**src/rtl/multicycle_ctrl.sv**
```systemverilog
// rtl/multicycle_ctrl.sv - multi-cycle RV32I control FSM driving the datapath control lines
// Outputs are combinational from the state and the latched instruction register.
module multicycle_ctrl (
  input  logic        clk,
  input  logic        reset,
  input  logic [31:0] instruction,
  input  logic        instr_valid,
  output logic        instr_ready,
  input  logic        zero_flag,
  output logic [4:0]  reg1_addr,
  output logic [4:0]  reg2_addr,
  output logic [4:0]  write_reg_addr,
  output logic        ctrl0,
  output logic        ctrl1,
  output logic        ctrl2,
  output logic        ctrl3,
  output logic        ctrl4,
  output logic [2:0]  ALUOp,
  output logic        done,
  output logic        branch_taken,
  output logic        illegal
);

  typedef enum logic [2:0] {
    S_IDLE, S_DECODE, S_EXECUTE, S_MEMORY, S_WRITEBACK
  } state_t;

  localparam logic [2:0] ALU_ADD = 3'b000;
  localparam logic [2:0] ALU_SUB = 3'b001;
  localparam logic [2:0] ALU_SLL = 3'b010;
  localparam logic [2:0] ALU_SRL = 3'b011;
  localparam logic [2:0] ALU_SRA = 3'b100;
  localparam logic [2:0] ALU_AND = 3'b101;
  localparam logic [2:0] ALU_OR  = 3'b110;
  localparam logic [2:0] ALU_XOR = 3'b111;

  state_t      state_q;
  logic [31:0] ir_q;

  logic [6:0] opcode;
  logic [2:0] funct3;
  logic [6:0] funct7;
  logic       alt;
  logic       is_r, is_i, is_ld, is_st, is_br;
  logic       f3_ok, legal;
  logic [2:0] base_op, exec_op;

  assign opcode = ir_q[6:0];
  assign funct3 = ir_q[14:12];
  assign funct7 = ir_q[31:25];
  assign alt    = (funct7 == 7'b0100000);

  assign reg1_addr      = ir_q[19:15];
  assign reg2_addr      = ir_q[24:20];
  assign write_reg_addr = ir_q[11:7];

  always_comb begin
    is_r  = (opcode == 7'b0110011);
    is_i  = (opcode == 7'b0010011);
    is_ld = (opcode == 7'b0000011) && (funct3 == 3'b010);
    is_st = (opcode == 7'b0100011) && (funct3 == 3'b010);
    is_br = (opcode == 7'b1100011) && (funct3[2:1] == 2'b00);
    f3_ok = (funct3[2:1] != 2'b01);
    // addi keeps add even when its immediate happens to look like funct7=0100000
    case (funct3)
      3'b000:  base_op = (is_r && alt) ? ALU_SUB : ALU_ADD;
      3'b001:  base_op = ALU_SLL;
      3'b100:  base_op = ALU_XOR;
      3'b101:  base_op = alt ? ALU_SRA : ALU_SRL;
      3'b110:  base_op = ALU_OR;
      3'b111:  base_op = ALU_AND;
      default: base_op = ALU_ADD;
    endcase
    legal = is_ld || is_st || is_br
         || (is_r && f3_ok && ((funct7 == 7'b0) || (alt && (funct3 == 3'b000 || funct3 == 3'b101))))
         || (is_i && f3_ok && ((funct3 == 3'b001) ? (funct7 == 7'b0) :
                               (funct3 == 3'b101) ? ((funct7 == 7'b0) || alt) : 1'b1));
    if (is_ld || is_st)  exec_op = ALU_ADD;
    else if (is_br)      exec_op = ALU_SUB;
    else                 exec_op = base_op;
  end

  always_comb begin
    instr_ready  = (state_q == S_IDLE) && !reset;
    ctrl0        = 1'b0;
    ctrl1        = 1'b1;
    ctrl2        = 1'b0;
    ctrl3        = 1'b0;
    ctrl4        = 1'b0;
    ALUOp        = ALU_ADD;
    done         = 1'b0;
    branch_taken = 1'b0;
    illegal      = 1'b0;
    case (state_q)
      S_DECODE: begin
        done    = !legal;
        illegal = !legal;
      end
      S_EXECUTE: begin
        ctrl2 = is_i || is_ld || is_st;
        ALUOp = exec_op;
        if (is_br) begin
          done         = 1'b1;
          branch_taken = funct3[0] ? !zero_flag : zero_flag;
        end
      end
      S_MEMORY: begin
        ctrl2 = 1'b1;
        ALUOp = exec_op;
        ctrl3 = is_ld;
        ctrl4 = is_st;
        done  = is_st;
      end
      S_WRITEBACK: begin
        ctrl2 = is_i || is_ld;
        ALUOp = exec_op;
        ctrl0 = (write_reg_addr != 5'd0);
        ctrl1 = !is_ld;
        ctrl3 = is_ld;
        done  = 1'b1;
      end
      default: ;
    endcase
  end

  always_ff @(posedge clk or posedge reset) begin
    if (reset) begin
      state_q <= S_IDLE;
      ir_q    <= 32'd0;
    end else begin
      case (state_q)
        S_IDLE: begin
          if (instr_valid) begin
            ir_q    <= instruction;
            state_q <= S_DECODE;
          end
        end
        S_DECODE:  state_q <= legal ? S_EXECUTE : S_IDLE;
        S_EXECUTE: begin
          if (is_br)               state_q <= S_IDLE;
          else if (is_ld || is_st) state_q <= S_MEMORY;
          else                     state_q <= S_WRITEBACK;
        end
        S_MEMORY:    state_q <= is_ld ? S_WRITEBACK : S_IDLE;
        S_WRITEBACK: state_q <= S_IDLE;
        default:     state_q <= S_IDLE;
      endcase
    end
  end

endmodule

```
**config.mk**
```make
export PLATFORM = sky130hd
export DESIGN_NAME = multicycle_ctrl
export DESIGN_NICKNAME = d
export VERILOG_FILES = /design/src/rtl/multicycle_ctrl.sv
export SDC_FILE = /design/constraint.sdc
export NUM_CORES = 1
export LEC_CHECK = 0
export CORE_MARGIN = 4
export CORE_UTILIZATION = 45
export CTS_BUF_LIST = sky130_fd_sc_hd__clkbuf_16
export DETAILED_ROUTE_END_ITERATION = 8
export PLACE_DENSITY = 0.81
export RECOVER_POWER = 100
export SLEW_MARGIN = 20
export SYNTH_ARGS = -nofsm -noshare
export SYNTH_HDL_FRONTEND = slang
export SYNTH_SLANG_ARGS = --single-unit
```
**constraint.sdc**
```tcl
create_clock -name clk -period 2.33 [get_ports clk]
set_input_delay 0.233 -clock clk [delete_from_list [all_inputs] [get_ports clk]]
set_output_delay 0.233 -clock clk [all_outputs]
set_load 0.02 [all_outputs]
```
### Yosys cells after proc, flatten, opt, wreduce, memory -nomap -nowiden

Cells that the tools add are included.

| word-level totals | value |
|---|---|
| RAM bits | 0 |
| latch bits | 0 |
| output and inout port bits | 27 |
| register bits after elaboration | 35 |
| memories kept | 0 |
| ROM bits | 0 |
| input bits | 36 |

| operators by class | value |
|---|---|
| multipliers | 0 |
| eq/ne operators | 18 |
| magnitude comparators | 0 |
| mux-type cells | 25 |
| bitwise gates (word level) | 0 |
| reductions and logical operators | 31 |
| add/subtract/negate cells | 0 |
| shift-type cells | 0 |
| div/mod/pow operators | 0 |

Operator list:

| operator | count |
|---|---|
| $mux W3 | 8 |
| $eq A7 B6 Y1 const B | 3 |
| $pmux W3 S6 | 1 |
| $eq A3 B3 Y1 const B | 5 |
| $mux W1 | 12 |
| $pmux W3 S4 | 1 |
| $logic_and A1 B1 Y1 | 10 |
| $eq A3 B2 Y1 const B | 3 |
| $logic_or A1 B1 Y1 | 9 |
| $eq A7 B2 Y1 const B | 1 |
| $eq A7 B5 Y1 const B | 1 |
| $eq A7 B7 Y1 const B | 1 |
| $logic_not A7 Y1 | 1 |
| $eq A3 B1 Y1 const B | 2 |
| $logic_not A3 Y1 | 2 |
| $reduce_bool A5 Y1 | 1 |
| $logic_not A1 Y1 | 4 |
| $pmux W1 S4 | 1 |
| $pmux W1 S3 | 1 |
| $reduce_or A3 Y1 | 1 |
| $logic_not A2 Y1 | 1 |
| $mux W2 | 1 |
| $ne A2 B1 Y1 const B | 1 |
| $ne A2 B2 Y1 const B | 1 |
| 2 further kinds | 2 |

### Depth between registers and ports, before layout

| logic depth | value |
|---|---|
| depth after elaboration | 9 |
| mapped depth | 6 |

### Worst setup path after synthesis

No wires, ideal clock.

| path | value |
|---|---|
| kind | reg2out |
| from | register ir_q[12] |
| to | output done |
| arrival | 1919 ps |
| path slack | 178 ps |
| stages on the path, launching flop included | 5 |
| cells stage by stage | dfrtp_1 -> buf_2 -> or4_4 -> nor3_1 -> a311o_1 |

| on the way | value |
|---|---|
| cells in the longest elaborated chain, start to end | 9 |

Ends and longest elaborated chain:

| item | RTL line | text |
|---|---|---|
| start: declaration | 38 | `logic [31:0] ir_q;` |
| start signal: assignment | 134 | `ir_q <= instruction;` |
| $eq A3 B3 Y1 / $logic_not A3 Y1 (equally long branches) | 75, 77 |  |
| $logic_or A1 B1 Y1 | 75 | `\|\| (is_r && f3_ok && ((funct7 == 7'b0) \|\| (alt && (funct3 == 3'b000 \|\| funct3 == 3'b101))))` |
| $logic_and A1 B1 Y1 | 75 |  |
| $logic_or A1 B1 Y1 | 75 |  |
| $logic_and A1 B1 Y1 | 75 |  |
| $logic_or A1 B1 Y1 | 75 |  |
| $logic_or A1 B1 Y1 | 76 | `\|\| (is_i && f3_ok && ((funct3 == 3'b001) ? (funct7 == 7'b0) :` |
| $logic_not A1 Y1 | 96 | `done = !legal;` |
| $pmux W1 S4 (*) | 94 | `case (state_q)` |
| end: declaration | 19 | `output logic done,` |

Every way passes the cells marked *; elsewhere a longest branch is shown, timed or not.

### Worst setup path after layout

| path | value |
|---|---|
| from | register ir_q[25] |
| to | output done |

| on the way | value |
|---|---|
| cells in the longest elaborated chain, start to end | 8 |

Ends and longest elaborated chain:

| item | RTL line |
|---|---|
| $eq A7 B6 Y1 / $logic_not A7 Y1 (equally long branches) | n/a |
| $logic_or A1 B1 Y1 / $logic_and A1 B1 Y1 (equally long branches) | 77, 75 |
| $mux W1 / $logic_or A1 B1 Y1 (equally long branches) | 77, 75 |
| $mux W1 / $logic_and A1 B1 Y1 (equally long branches) | 76, 75 |
| $logic_and A1 B1 Y1 / $logic_or A1 B1 Y1 (equally long branches) | 76, 75 |
| $logic_or A1 B1 Y1 (*) | 76 |
| $logic_not A1 Y1 (*) | 96 |
| $pmux W1 S4 (*) | 94 |

Marked as above.

==> results by group <==
Clocking
  • Count of clock tree sinks: 35
  • Clock transition at the registers of the reported paths: 0.05 ns
  • Number of H-tree levels: 2
  • TritonCTS clock tree: built
  • Insertion delay of the later-clocked pin in the worst-skew pair: 0.28 ns
  • Clk root buf: sky130_fd_sc_hd__clkbuf_16
  • Maximum clock path buffer count: 2
  • CTS Buf Count: 5

Synth
  • Post-Syn Nets: 200
  • Mapped Cells: 164
  • Unique masters post-synth: 39
  • Share of cell area taken by muxes after synthesis: 19.27%
  • YS warnings: 0
  • Number of flip-flops and latches in the synthesized netlist: 35
  • Dominant synthesized flop cell: sky130_fd_sc_hd__dfrtp_1
  • Share of the synthesized area in compound gates (AO/OA/AOI/OAI): 7.723%
  • Share of the yosys chip area belonging to registers: 47.01%
  • Post-synth EDFFs: 0
  • Syn_area_per_cell: 11.36 um2
  • Adder-Cell Fraction of Synth Area: 0%
  • Share of synthesized flip-flops with an asynchronous set or reset: 100.0%
  • Largest family of logic cells by synthesized area: multiplexers
  • Simple-gate share of the synthesized area: 16.12%
  • Area share of xor/xnor cells in the synthesized design: 0.9402%
  • Post-synth design cell area: 0.001863 mm2

Setup path
  • Master of the slowest instance on the critical path: sky130_fd_sc_hd__dfrtp_1
  • Top Family by Delay on Critical Path: compound AO/OA/AOI/OAI gates
  • Number of buffers and inverters on the critical path: 1
  • Category of the critical setup timing path: reg2out
  • Critical Path Source Type: register
  • Cell Chain, Critical Path: nor4_4, nand3_2, a2111oi_4, a211oi_2, a311o_1, buf_6
  • Critical path's largest stage delay: 0.40 ns
  • Critical path data required time: 2.10 ns
  • Startpoint of the worst-slack reg-to-reg timing path: state_q[0]$_DFFE_PP0P_
  • Highest fanout seen on the critical path: 3
  • Data arrival time at the worst-slack endpoint: 2.12 ns
  • Launch point of the critical path: ir_q[25]$_DFFE_PP0P_
  • CP Capture Type: primary output

Power and ir drop
  • Internal power: 1.349 mW
  • Leakage power: 1.127 nW
  • Ratio of total power to cell area: 688.1 mW/mm2
  • Switching share of power: 27.63%
  • Register share of total power: 41.1%
  • Switching power of the nets: 0.5153 mW
  • Peak supply drop: 0.4647 mV
  • Clock power share: 33.0%
  • Portion of total power attributed to combinational logic: 26.0%

Outcome
  • Violated checks: setup timing
  • Status: finished, violations left

Drt
  • Number of vias per cell after detailed routing: 5.170
  • Antenna Nets Post-Route: 0
  • Total wirelength of the detailed-routed design: 4300 um
  • Detailed Route Iter0 Violations: 44
  • Wire length per cell after detailed routing: 15.25 um
  • DRC violation count after routing: 0
  • Length of the first detailed-routing pass in iterations: 4
  • Number of vias in the routed layout: 1458

Floorplanning
  • Initial core utilization: 46.57%
  • Cell row count: 23
  • Placeable core area: 0.004000 mm2
  • Area of the die: 0.005234 mm2
  • Die boundary height: 72.35 um
  • Io pins: 63
  • Overall die width: 72.35 um

STA
  • Number of hold-slack violations in the final timing report: 0
  • Final clock period utilization by the worst path: 100.9%
  • Worst Skew: 0.002889 ns
  • Fmax: 425.2 MHz
  • Final count of negative-setup-slack endpoints: 1
  • RSZ-0062 raised after global routing: yes
  • Worst Slack Setup Final: -0.02170 ns
  • Period minus WS final: 2.352 ns
  • Final slew viol count: 0
  • Slew at the pin closest to its max-slew limit: 1.220 ns
  • Max transition margin: 18.69%

Finish
  • Relative area change from synthesis to final layout: 45.47%
  • Fill cell instance count of the final layout: 309
  • Non-Filler Instances: 282
  • Area of the multi-input gates: 874.6 um2
  • Layout cell share with drive strength beyond 1: 30.17%
  • Net total in the final layout: 267
  • Total area of sequential cells: 875.8 um2
  • Number of diodes: 0
  • Post-Layout Inst Area: 0.002710 mm2

Placed design
  • Placed Instance Area: 0.002559 mm2
  • Final GP Congestion: 0.8600
  • Total of buffers placed on input and output ports: 62
  • Placed instance count: 273
  • Hpwl dp: 3082 um

Global routing
  • Initial antenna violation count: 0
  • Grt ovf: 0
  • Combined global-route utilization of all metal layers: 17.10%
  • Largest net degree at the start of global routing: 28
  • Number of global-route vias before repair: 1448
  • Global-route wire length before repair: 6727 um

Run
  • MaxCap Viol Count: 0

Hold path
  • Worst Hold Class: in2async
-- repair_timing --
| item | CTS | global route |
|---|---|---|
| hold buffers | 0 | 0 |
| gates resized for setup | 30 | 6 |
| setup endpoints to repair | 10 | 5 |
| buffers inserted | 0 | 1 |
| pin swaps | 3 | 5 |
-- registers in the layout (all words and copies together), names as in the netlist --
| register | cells |
|---|---|
| state_q | 3 |
| ir_q | 32 |
-- Yosys cell counts, types with 2 or more instances --
| cell type | n | area [um2] |
|---|---|---|
| sky130_fd_sc_hd__a21oi_1 | 7 | 35.03 |
| sky130_fd_sc_hd__buf_2 | 4 | 20.02 |
| sky130_fd_sc_hd__buf_4 | 15 | 112.6 |
| sky130_fd_sc_hd__clkbuf_1 | 2 | 7.510 |
| sky130_fd_sc_hd__dfrtp_1 | 35 | 875.8 |
| sky130_fd_sc_hd__inv_1 | 4 | 15.01 |
| sky130_fd_sc_hd__mux2_1 | 2 | 22.52 |
| sky130_fd_sc_hd__mux2_2 | 29 | 326.6 |
| sky130_fd_sc_hd__nand2_1 | 7 | 26.28 |
| sky130_fd_sc_hd__nand2b_1 | 5 | 31.28 |
| sky130_fd_sc_hd__nand3_1 | 3 | 15.01 |
| sky130_fd_sc_hd__nor2_1 | 8 | 30.03 |
| sky130_fd_sc_hd__nor2b_1 | 3 | 18.77 |
| sky130_fd_sc_hd__nor3_1 | 4 | 20.02 |
| sky130_fd_sc_hd__nor4_1 | 3 | 18.77 |
| sky130_fd_sc_hd__o21ai_0 | 8 | 40.04 |
| sky130_fd_sc_hd__or3_1 | 2 | 12.51 |
| sky130_fd_sc_hd__or4_4 | 2 | 22.52 |
-- power groups by stage --
stage | Combinational [mW] | Clock (mW) | Sequential (mW)
after detailed placement | 0.491 | 0 | 0.776
after global routing | 0.519 | 0.654 | 0.779
after CTS | 0.503 | 0.629 | 0.768
after floorplan | 0.323 | 0 | 0.762
final | 0.484 | 0.615 | 0.766
after global placement | 0.483 | 0 | 0.771
-- kinds of logic (layout without fill, tap and decap cells) --
family / count (synthesis) / count (layout)
AND/OR/NAND/NOR: 48 / 48
flip-flops: 35 / 35
multiplexers: 32 / 32
buffers and inverters: 26 / 94
AO/OA/AOI/OAI: 21 / 21
XOR/XNOR: 2 / 2
-- cells in the final DEF, fill, tap and decap left out, types with 5 or more instances in the layout --
cell type and n:
sky130_fd_sc_hd__nand2b_1 5, sky130_fd_sc_hd__clkbuf_16 5, sky130_fd_sc_hd__nand2_1 6, sky130_fd_sc_hd__dlygate4sd3_1 16, sky130_fd_sc_hd__clkdlybuf4s50_1 36, sky130_fd_sc_hd__mux2_2 29
sky130_fd_sc_hd__inv_1 5, sky130_fd_sc_hd__dfrtp_1 35, sky130_fd_sc_hd__nor2_1 8, sky130_fd_sc_hd__buf_4 17, sky130_fd_sc_hd__o21ai_0 8, sky130_fd_sc_hd__a21oi_1 7
-- metrics by stage --
step	TNS [ns]	utilization (%)	setup slack, ns	total power [mW]	hold slack, ns
final	-0.02170	67.75	-0.02170	1.865	0.3933
after global routing	-0.1460	67.75	-0.07224	1.952	0.4335
after CTS	-0.06885	68.06	-0.06885	1.900	0.3082
after detailed placement	-0.2270	63.97	-0.1580	1.267	0.4760
after global placement	-0.1805	63.97	-0.1108	1.254	0.4672
after floorplan	0	-	0.1780	1.085	0.3498
-- path summary, 6_finish.rpt --
check	endpoint	slack [ns]	depth (start not counted)
max	done	-0.02	6
min	ir_q[19]$_DFFE_PP0P_	0.39	2
max reg2reg	ir_q[4]$_DFFE_PP0P_	0.49	4
min reg2reg	ir_q[15]$_DFFE_PP0P_	0.48	1
max in group asynchronous	ir_q[0]$_DFFE_PP0P_	0.40	3
min in group clk	ir_q[15]$_DFFE_PP0P_	0.48	1
-- layer usage --
layer  GRT usage, %  vias up  wire length [um]
met5              0        -                 0
met1          19.63      696              1800
met4          8.142        0                74
met3          6.094       10               265
met2          28.31       45              2160
li1               -      707                 -
-- cell type report --
class,instances,share of cell area [%]
flip-flops and latches,35,32.32
multi-input cells,103,32.27
repair buffers,82,27.52
clock buffers,5,4.617
well taps,50,2.308
inverters,4,0.5540
clock inverters,3,0.4155
Note: power is estimated with default switching activity, not from simulation.
